===== config.mk =====
export PLATFORM = sky130hd
export DESIGN_NAME = chip8_display_buffer
export DESIGN_NICKNAME = d
export VERILOG_FILES = /design/src/rtl/chip8_display_buffer.sv
export SDC_FILE = /design/constraint.sdc
export NUM_CORES = 2
export LEC_CHECK = 0
export CORE_MARGIN = 1
export CORE_UTILIZATION = 55
export CTS_CLUSTER_SIZE = 25
export DETAILED_ROUTE_END_ITERATION = 8
export PLACE_DENSITY = 0.71
export SETUP_SLACK_MARGIN = 0.05
export SYNTH_ARGS = -nofsm -noshare
export SYNTH_HDL_FRONTEND = slang
export SYNTH_SLANG_ARGS = --single-unit

===== constraint.sdc =====
create_clock -name clk_in -period 20.7 [get_ports clk_in]
set_clock_uncertainty 0.1 [all_clocks]
set_input_delay 4.14 -clock clk_in [delete_from_list [all_inputs] [get_ports clk_in]]
set_output_delay 4.14 -clock clk_in [all_outputs]
set_load 0.005 [all_outputs]

===== src/rtl/chip8_display_buffer.sv =====
`default_nettype none
// chip8_display_buffer: 64x32 CHIP-8 framebuffer, XOR sprite draw engine, 2-cycle pipelined HDMI read port.
// Define CHIP8_SPRITE_WRAP_EN to wrap sprites at the screen edges instead of clipping them.
module chip8_display_buffer (
    input  logic        clk_in,
    input  logic        rst_in,
    input  logic        cmd_valid_in,
    output logic        cmd_ready_out,
    input  logic        cmd_clear_in,
    input  logic [5:0]  cmd_x_in,
    input  logic [4:0]  cmd_y_in,
    input  logic [3:0]  cmd_n_in,
    output logic        row_req_out,
    output logic [3:0]  row_index_out,
    input  logic        row_valid_in,
    input  logic [7:0]  row_data_in,
    output logic        done_out,
    output logic        collision_out,
    input  logic [15:0] hdmi_addr_in,
    output logic [7:0]  hdmi_data_out
);

`ifdef CHIP8_SPRITE_WRAP_EN
    localparam logic WRAP_EN = 1'b1;
`else
    localparam logic WRAP_EN = 1'b0;
`endif

    typedef enum logic [3:0] {
        IDLE     = 4'd0,
        CLEAR    = 4'd1,
        FETCH    = 4'd2,
        WAIT_ROW = 4'd3,
        RD0      = 4'd4,
        WR0      = 4'd5,
        RD1      = 4'd6,
        WR1      = 4'd7,
        DONE     = 4'd8
    } state_t;

    state_t      state;
    logic [7:0]  mem [256];
    logic [5:0]  x;
    logic [4:0]  y;
    logic [3:0]  n;
    logic [3:0]  row;
    logic [7:0]  clr_cnt;
    logic [15:0] shift;
    logic [7:0]  old;
    logic        collision;
    logic [7:0]  rd_pipe;

    logic [4:0]  row_y;
    logic [2:0]  byte0;
    logic [2:0]  byte1;
    logic [7:0]  addr0;
    logic [7:0]  addr1;
    logic [5:0]  row_y_full;
    logic        second_needed;
    logic        finish_cmd;

    logic        we;
    logic [7:0]  waddr;
    logic [7:0]  wdata;

    assign row_y      = y + {1'b0, row};
    assign row_y_full = {1'b0, y} + {2'b00, row};
    assign byte0      = x[5:3];
    assign byte1      = x[5:3] + 3'd1;
    assign addr0      = {row_y, byte0};
    assign addr1      = {row_y, byte1};

    // The right-hand byte is only touched when the shifted sprite spills into it.
    assign second_needed = (shift[7:0] != 8'h00) && (WRAP_EN || (byte0 != 3'd7));

`ifdef CHIP8_SPRITE_WRAP_EN
    assign finish_cmd = (row == n - 4'd1);
`else
    assign finish_cmd = (row == n - 4'd1) || (row_y_full >= 6'd31);
`endif

    assign cmd_ready_out = (state == IDLE);
    assign row_req_out   = (state == FETCH);
    assign done_out      = (state == DONE);
    assign row_index_out = row;
    assign collision_out = collision;

    always_comb begin
        we    = 1'b0;
        waddr = addr0;
        wdata = old ^ shift[15:8];
        case (state)
            CLEAR: begin
                we    = 1'b1;
                waddr = clr_cnt;
                wdata = 8'h00;
            end
            WR0: begin
                we = 1'b1;
            end
            WR1: begin
                we    = 1'b1;
                waddr = addr1;
                wdata = old ^ shift[7:0];
            end
            default: begin
                we = 1'b0;
            end
        endcase
    end

    // Framebuffer storage is deliberately not reset; CLEAR initialises it.
    always_ff @(posedge clk_in) begin
        if (we) begin
            mem[waddr] <= wdata;
        end
    end

    // Non-blocking read of mem gives read-first behaviour against a same-cycle write.
    always_ff @(posedge clk_in or negedge rst_in) begin
        if (!rst_in) begin
            rd_pipe       <= 8'h00;
            hdmi_data_out <= 8'h00;
        end else begin
            rd_pipe       <= mem[hdmi_addr_in[7:0]];
            hdmi_data_out <= rd_pipe;
        end
    end

    always_ff @(posedge clk_in or negedge rst_in) begin
        if (!rst_in) begin
            state     <= IDLE;
            x         <= 6'd0;
            y         <= 5'd0;
            n         <= 4'd0;
            row       <= 4'd0;
            clr_cnt   <= 8'd0;
            shift     <= 16'h0000;
            old       <= 8'h00;
            collision <= 1'b0;
        end else begin
            case (state)
                IDLE: begin
                    if (cmd_valid_in) begin
                        x         <= cmd_x_in;
                        y         <= cmd_y_in;
                        n         <= cmd_n_in;
                        row       <= 4'd0;
                        clr_cnt   <= 8'd0;
                        collision <= 1'b0;
                        if (cmd_clear_in) begin
                            state <= CLEAR;
                        end else if (cmd_n_in == 4'd0) begin
                            state <= DONE;
                        end else begin
                            state <= FETCH;
                        end
                    end
                end
                CLEAR: begin
                    clr_cnt <= clr_cnt + 8'd1;
                    if (clr_cnt == 8'hFF) begin
                        state <= DONE;
                    end
                end
                FETCH: begin
                    state <= WAIT_ROW;
                end
                WAIT_ROW: begin
                    if (row_valid_in) begin
                        shift <= {row_data_in, 8'h00} >> x[2:0];
                        state <= RD0;
                    end
                end
                RD0: begin
                    old   <= mem[addr0];
                    state <= WR0;
                end
                WR0: begin
                    if ((old & shift[15:8]) != 8'h00) begin
                        collision <= 1'b1;
                    end
                    if (second_needed) begin
                        state <= RD1;
                    end else if (finish_cmd) begin
                        state <= DONE;
                    end else begin
                        row   <= row + 4'd1;
                        state <= FETCH;
                    end
                end
                RD1: begin
                    old   <= mem[addr1];
                    state <= WR1;
                end
                WR1: begin
                    if ((old & shift[7:0]) != 8'h00) begin
                        collision <= 1'b1;
                    end
                    if (finish_cmd) begin
                        state <= DONE;
                    end else begin
                        row   <= row + 4'd1;
                        state <= FETCH;
                    end
                end
                DONE: begin
                    state <= IDLE;
                end
                default: begin
                    state <= IDLE;
                end
            endcase
        end
    end

endmodule
`default_nettype wire


======== Word level (Yosys, flattened, before mapping) ========
Memory sizes are Yosys's and may differ from the RTL's. A register that Yosys moved wholly into a read port is not among the register bits.
Index checks and enable logic that the tools add are counted.
storage, ports and cells
  register bits after elaboration ......... 64
  memory bits (writable) .................. 2,048
  input port bits ......................... 44
  output and inout port bits .............. 16
  word-level logic and storage cells ...... 82
  memories kept ........................... 1
memories
  name  words  bits a word  read ports  clocked after Yosys merged registers in  write ports  RTL line  text
  mem   256    8            3           1                                        1            42        logic [7:0] mem [256];
operators by class
  $add $sub $neg .......................... 6
  $lt $le $gt $ge ......................... 1
  eq/ne operators ......................... 17
  shift-type cells ........................ 1
  mux-type cells .......................... 24
  bitwise logic cells ..................... 4
  reductions and logical operators ........ 18
operator list
  cell                 count
  $pmux 8 s2           4
  $mux 4               10
  $pmux 4 s8           1
  $reduce_bool 8->1    3
  $and 8x8->8          2
  $eq 4x3->1 const B   4
  $shr 16x3->16        1
  $xor 8x8->8          2
  $ne 2x2->1 const B   6
  $pmux 4 s3           1
  $add 8x1->8 const B  1
  $eq 4x2->1 const B   2
  $eq 8x8->1 const B   1
  $logic_not 4->1      2
  $mux 8               1
  $add 5x4->6          1
  $ge 6x5->1 const B   1
  $mux 1               6
  $reduce_and 2->1     3
  $reduce_and 3->1     2
  $add 5x4->5          1
  $add 4x1->4 const B  1
  $eq 4x1->1 const B   1
  $eq 4x4->1           1
  other kinds (12)     13

======== Longest topological paths before layout ========
  depth after elaboration ................. 6
  depth in mapped cells ................... 14
  gate-level depth less buffers ........... 9

======== Worst setup path after synthesis ========
No wires, ideal clock.
  path type ............................... register to register
  start ................................... register state[0]
  end ..................................... memory mem[0][0], data pin
  setup time .............................. 2.187 ns
  arrival ................................. 11.202 ns
  required time ........................... 18.413 ns
  path slack .............................. 7.212 ns
  cell stages (with the launch flop) ...... 7
  buffers on the path ..................... 2
  period minus slack after synthesis ...... 13.488 ns
  cell sequence ........................... dfrtp_1 clkbuf_1 and3b_1 clkbuf_1 a21oi_1 nand2_1 o21ai_0
on the way
  cells in the longest elaborated chain, start to end .. 2
  elaborated cells between the ends (all ways) .. 3
  classes of those cells .................. 2 x eq/ne; 1 x mux
RTL lines
  what                                      RTL line  text
  from (decl)                               41        state_t state;
  from (signal assigned)                    132       state <= IDLE;
  from (signal assigned)                    152       state <= CLEAR;
  from (signal assigned)                    154       state <= DONE;
  $eq 4x3->1 or $eq 4x1->1 (tied branches)  92        case (state)
  $pmux 8 s2 *                              92
  via wdata[0]                              64        logic [7:0] wdata;
  to (decl)                                 42
Mark *: on every way through the listed nets, which the timed path passes. The rest lies on a longest branch.

==> flow_metrics.py <==
metrics = {
    "sta": {
        "rsz0062_at_grt": "false",
        "slew_viol_final": 112,
        "setup_tns_ps": 0,
        "min_period_ps": 8580,
        "max_slew_margin_pct": -6.49,
        "max_clock_freq_ghz": 0.117,
        "setup_viol": 0,
        "hold_viol_final": 0,
        "holdWs_ps": 252,
        "setup_slack_ps": 12120,
        "period_share_pct": 41.4,
        "worstMarginPinSlew_ps": 1600,
    },
    "final_layout": {
        "fin_util_pct": 60.3,
        "nNetsFinal": 6453,
        "mostFrequentLayoutCells": "edfxtp_1, mux4_2, mux2i_1",
        "mostFrequentLayoutCell": "edfxtp_1",
        "regArea_sq_um": 63300,
        "synthToLayoutAreaGrowth_pct": 8.73,
        "multi_input_area_sq_um": 50100,
        "drive_gt1_share_pct": 33.5,
        "num-fill-cells": 15024,
    },
    "critical_path": {
        "crit_chain": "buf_8, buf_12, buf_4, buf_4, mux4_2, mux4_2, mux4_2, a22oi_1, nand2_1",
        "critPathTopFamily": "buffers and inverters",
        "path_buf_inv": 4,
        "cp_slowest_stage_delay_ps": 760,
        "cpMostUsedCell": "mux4_2",
        "path_class": "in2reg",
        "slowest_stage": "buf_4",
        "cp.arrival_ps": 9280,
        "cp_max_fo": 95,
        "worstSetupStartpointType": "input pin",
        "end_kind": "flip-flop",
        "required_ps": 21400,
    },
    "synthesis": {
        "yosysTopAreaCellShare_pct": 52.9,
        "yosysUniqueCellTypes": 74,
        "synthCells": 6507,
        "ys_ff_latch": 2119,
        "synth.largest_area_cell": "edfxtp_1",
        "avgSynthCellArea_sq_um": 17.9,
        "yosys_warnings": 0,
        "synth-edff-count": 2048,
        "async_flop_share_pct": 3.35,
        "synth.cell_area_sq_um": 116000,
        "syn_nets": 6561,
        "synth_seq_area_share_pct": 54.4,
        "synthTopCellsByArea": "edfxtp_1, mux4_2, mux2i_1",
        "synth_ff_type": "edfxtp_1",
    },
    "clock_network": {
        "cts_tree": "done",
        "htree_levels": 4,
        "post_cts_resized": 0,
        "clk_pin_slew_ps": 60,
        "cts_hold_buf": 0,
        "insertion_delay_ps": 930,
        "cts_root_buf": "clkbuf_16",
        "cts_buffers": 222,
        "post_cts_buffers": 0,
        "cts_sinks": 2119,
        "clk_path_buf_depth": 3,
    },
    "floorplan": {
        "core.rowCount": 168,
        "num_io_pins": 60,
        "design.core.area_sq_um": 210000,
        "die_w_um": 462,
        "start_util_pct": 55.5,
        "die_h_um": 462,
        "die-area_sq_um": 213000,
    },
    "global_route": {
        "grt_max_degree": 257,
        "grt_overflow_total": 0,
        "track_usage_pct": 39.0,
        "grt_pass1_wl_mm": 572,
        "grt_pass1_vias": 72658,
        "antenna_found_initial": 36,
    },
    "placement": {
        "io_buffers": 51,
        "dpl_worst_slack_ps": 11260,
        "hpwl_mm": 265,
        "gp_congestion": 1.06,
    },
    "power_and_ir_drop": {
        "peakVddDrop_v": 0.000283,
        "p_per_area_nw_per_um2": 158,
        "power_leakage_uw": 0.0393,
    },
    "routing": {
        "drc_errors": 0,
        "drt_iter0_drc": 13515,
        "first_pass_iters": 8,
        "drtAntennaViolNets": 0,
        "vias_per_cell": 8.13,
        "dr_total_vias": 76505,
        "drt_wl_total_mm": 413,
        "routedWlPerCell_um": 43.9,
    },
    "status": {
        "failed_checks": "slew limit",
        "status": "complete, but fails checks",
    },
    "flow_run": {
        "maxCapViolations": 0,
    },
    "min_path": {
        "min_path_type": "reg2reg",
    },
}
## synthesized netlist by cell type (7+ instances only)
cell and n:
nor2_1 325, o31ai_1 10, a211oi_1 42, inv_1 14, buf_1 51, and3_1 18
ha_1 9, a21oi_1 137, o22ai_1 116, nand2b_1 11, o2111ai_1 10, o221ai_1 165
edfxtp_1 2048, a22oi_1 59, mux4_2 1554, xor2_1 12, nand3_1 57, buf_6 28
a31oi_1 33, or2_2 9, mux2i_1 452, a22o_1 10, nor4_1 17, nand3b_1 7
or3_1 14, dfrtp_1 71, nand2_1 288, o311ai_0 10, nand4_1 16, a2111oi_0 17
nor2b_1 39, clkbuf_1 232, mux2_2 31, and2_1 20, nor3_1 72, o211ai_1 19
a221oi_1 21, a311oi_1 15, o21ai_0 70, buf_2 177, buf_4 123
## metal layers
metal	vias up	part of all wire, %	track usage, %
li1	28231	-	-
met1	39648	33	51.0
met2	7232	42	53.5
met3	1362	17	17.8
met4	32	7.0	22.8
met5	-	0.13	1.22
## through the flow
stage | instances | instance area (sq um) | total power (uW)
final | 9415 | 126000 | 20000
after global routing | 9396 | 126000 | 20200
after CTS | 9389 | 126000 | 19500
after detailed placement | 8980 | 119000 | 15600
after global placement | 8980 | 119000 | 15500
after floorplan | 6507 | 116000 | 12300
## final cells by class
type,count,area share (%)
clock buffers,272,4.61
multi-input cells,3758,39.6
clock inverters,137,0.999
flip-flops and latches,2119,50.0
repair buffers,281,1.90
diodes,26,0.0514
inverters,17,0.0584
well taps,2805,2.77
## final timing paths
kind | start | endpoint | slack (ps) | depth (start not counted)
max | hdmi_addr_in[0] | rd_pipe[6]$_DFF_PN0_ | 12120 | 9
min | rd_pipe[1]$_DFF_PN0_ | hdmi_data_out[1]$_DFF_PN0_ | 250 | 0
max reg2reg | x[3]$_DFFE_PN0P_ | old[4]$_DFFE_PN0N_ | 13650 | 10
min reg2reg | rd_pipe[1]$_DFF_PN0_ | hdmi_data_out[1]$_DFF_PN0_ | 250 | 0
max in group asynchronous | rst_in | x[4]$_DFFE_PN0P_ | 16460 | 1
min in group asynchronous | rst_in | n[1]$_DFFE_PN0P_ | 3260 | 1
## sequential cells by signal (all words and copies together), names as in the netlist, 5 cells and up
name and flops:
mem 2048, shift 15, clr_cnt 8, hdmi_data_out 8
old 8, rd_pipe 8, x 6, y 5
## logic make-up after synthesis
group / count (synthesis) / synth area share (%)
buffers and inverters: 630 / 2.82
XOR/XNOR: 18 / 0.136
AO/OA/AOI/OAI: 784 / 4.80
AND/OR/NAND/NOR: 909 / 3.47
adder cells (fa/ha/maj): 10 / 0.114
multiplexers: 2037 / 34.3
flip-flops: 2119 / 54.4
## where the power goes
part / switching, uW / internal [uW] / total [uW]
clock network: 1740 / 2240 / 3980
logic: 6770 / 3530 / 10300
registers: 135 / 5600 / 5730
Note: power is estimated with default switching activity, not from simulation.
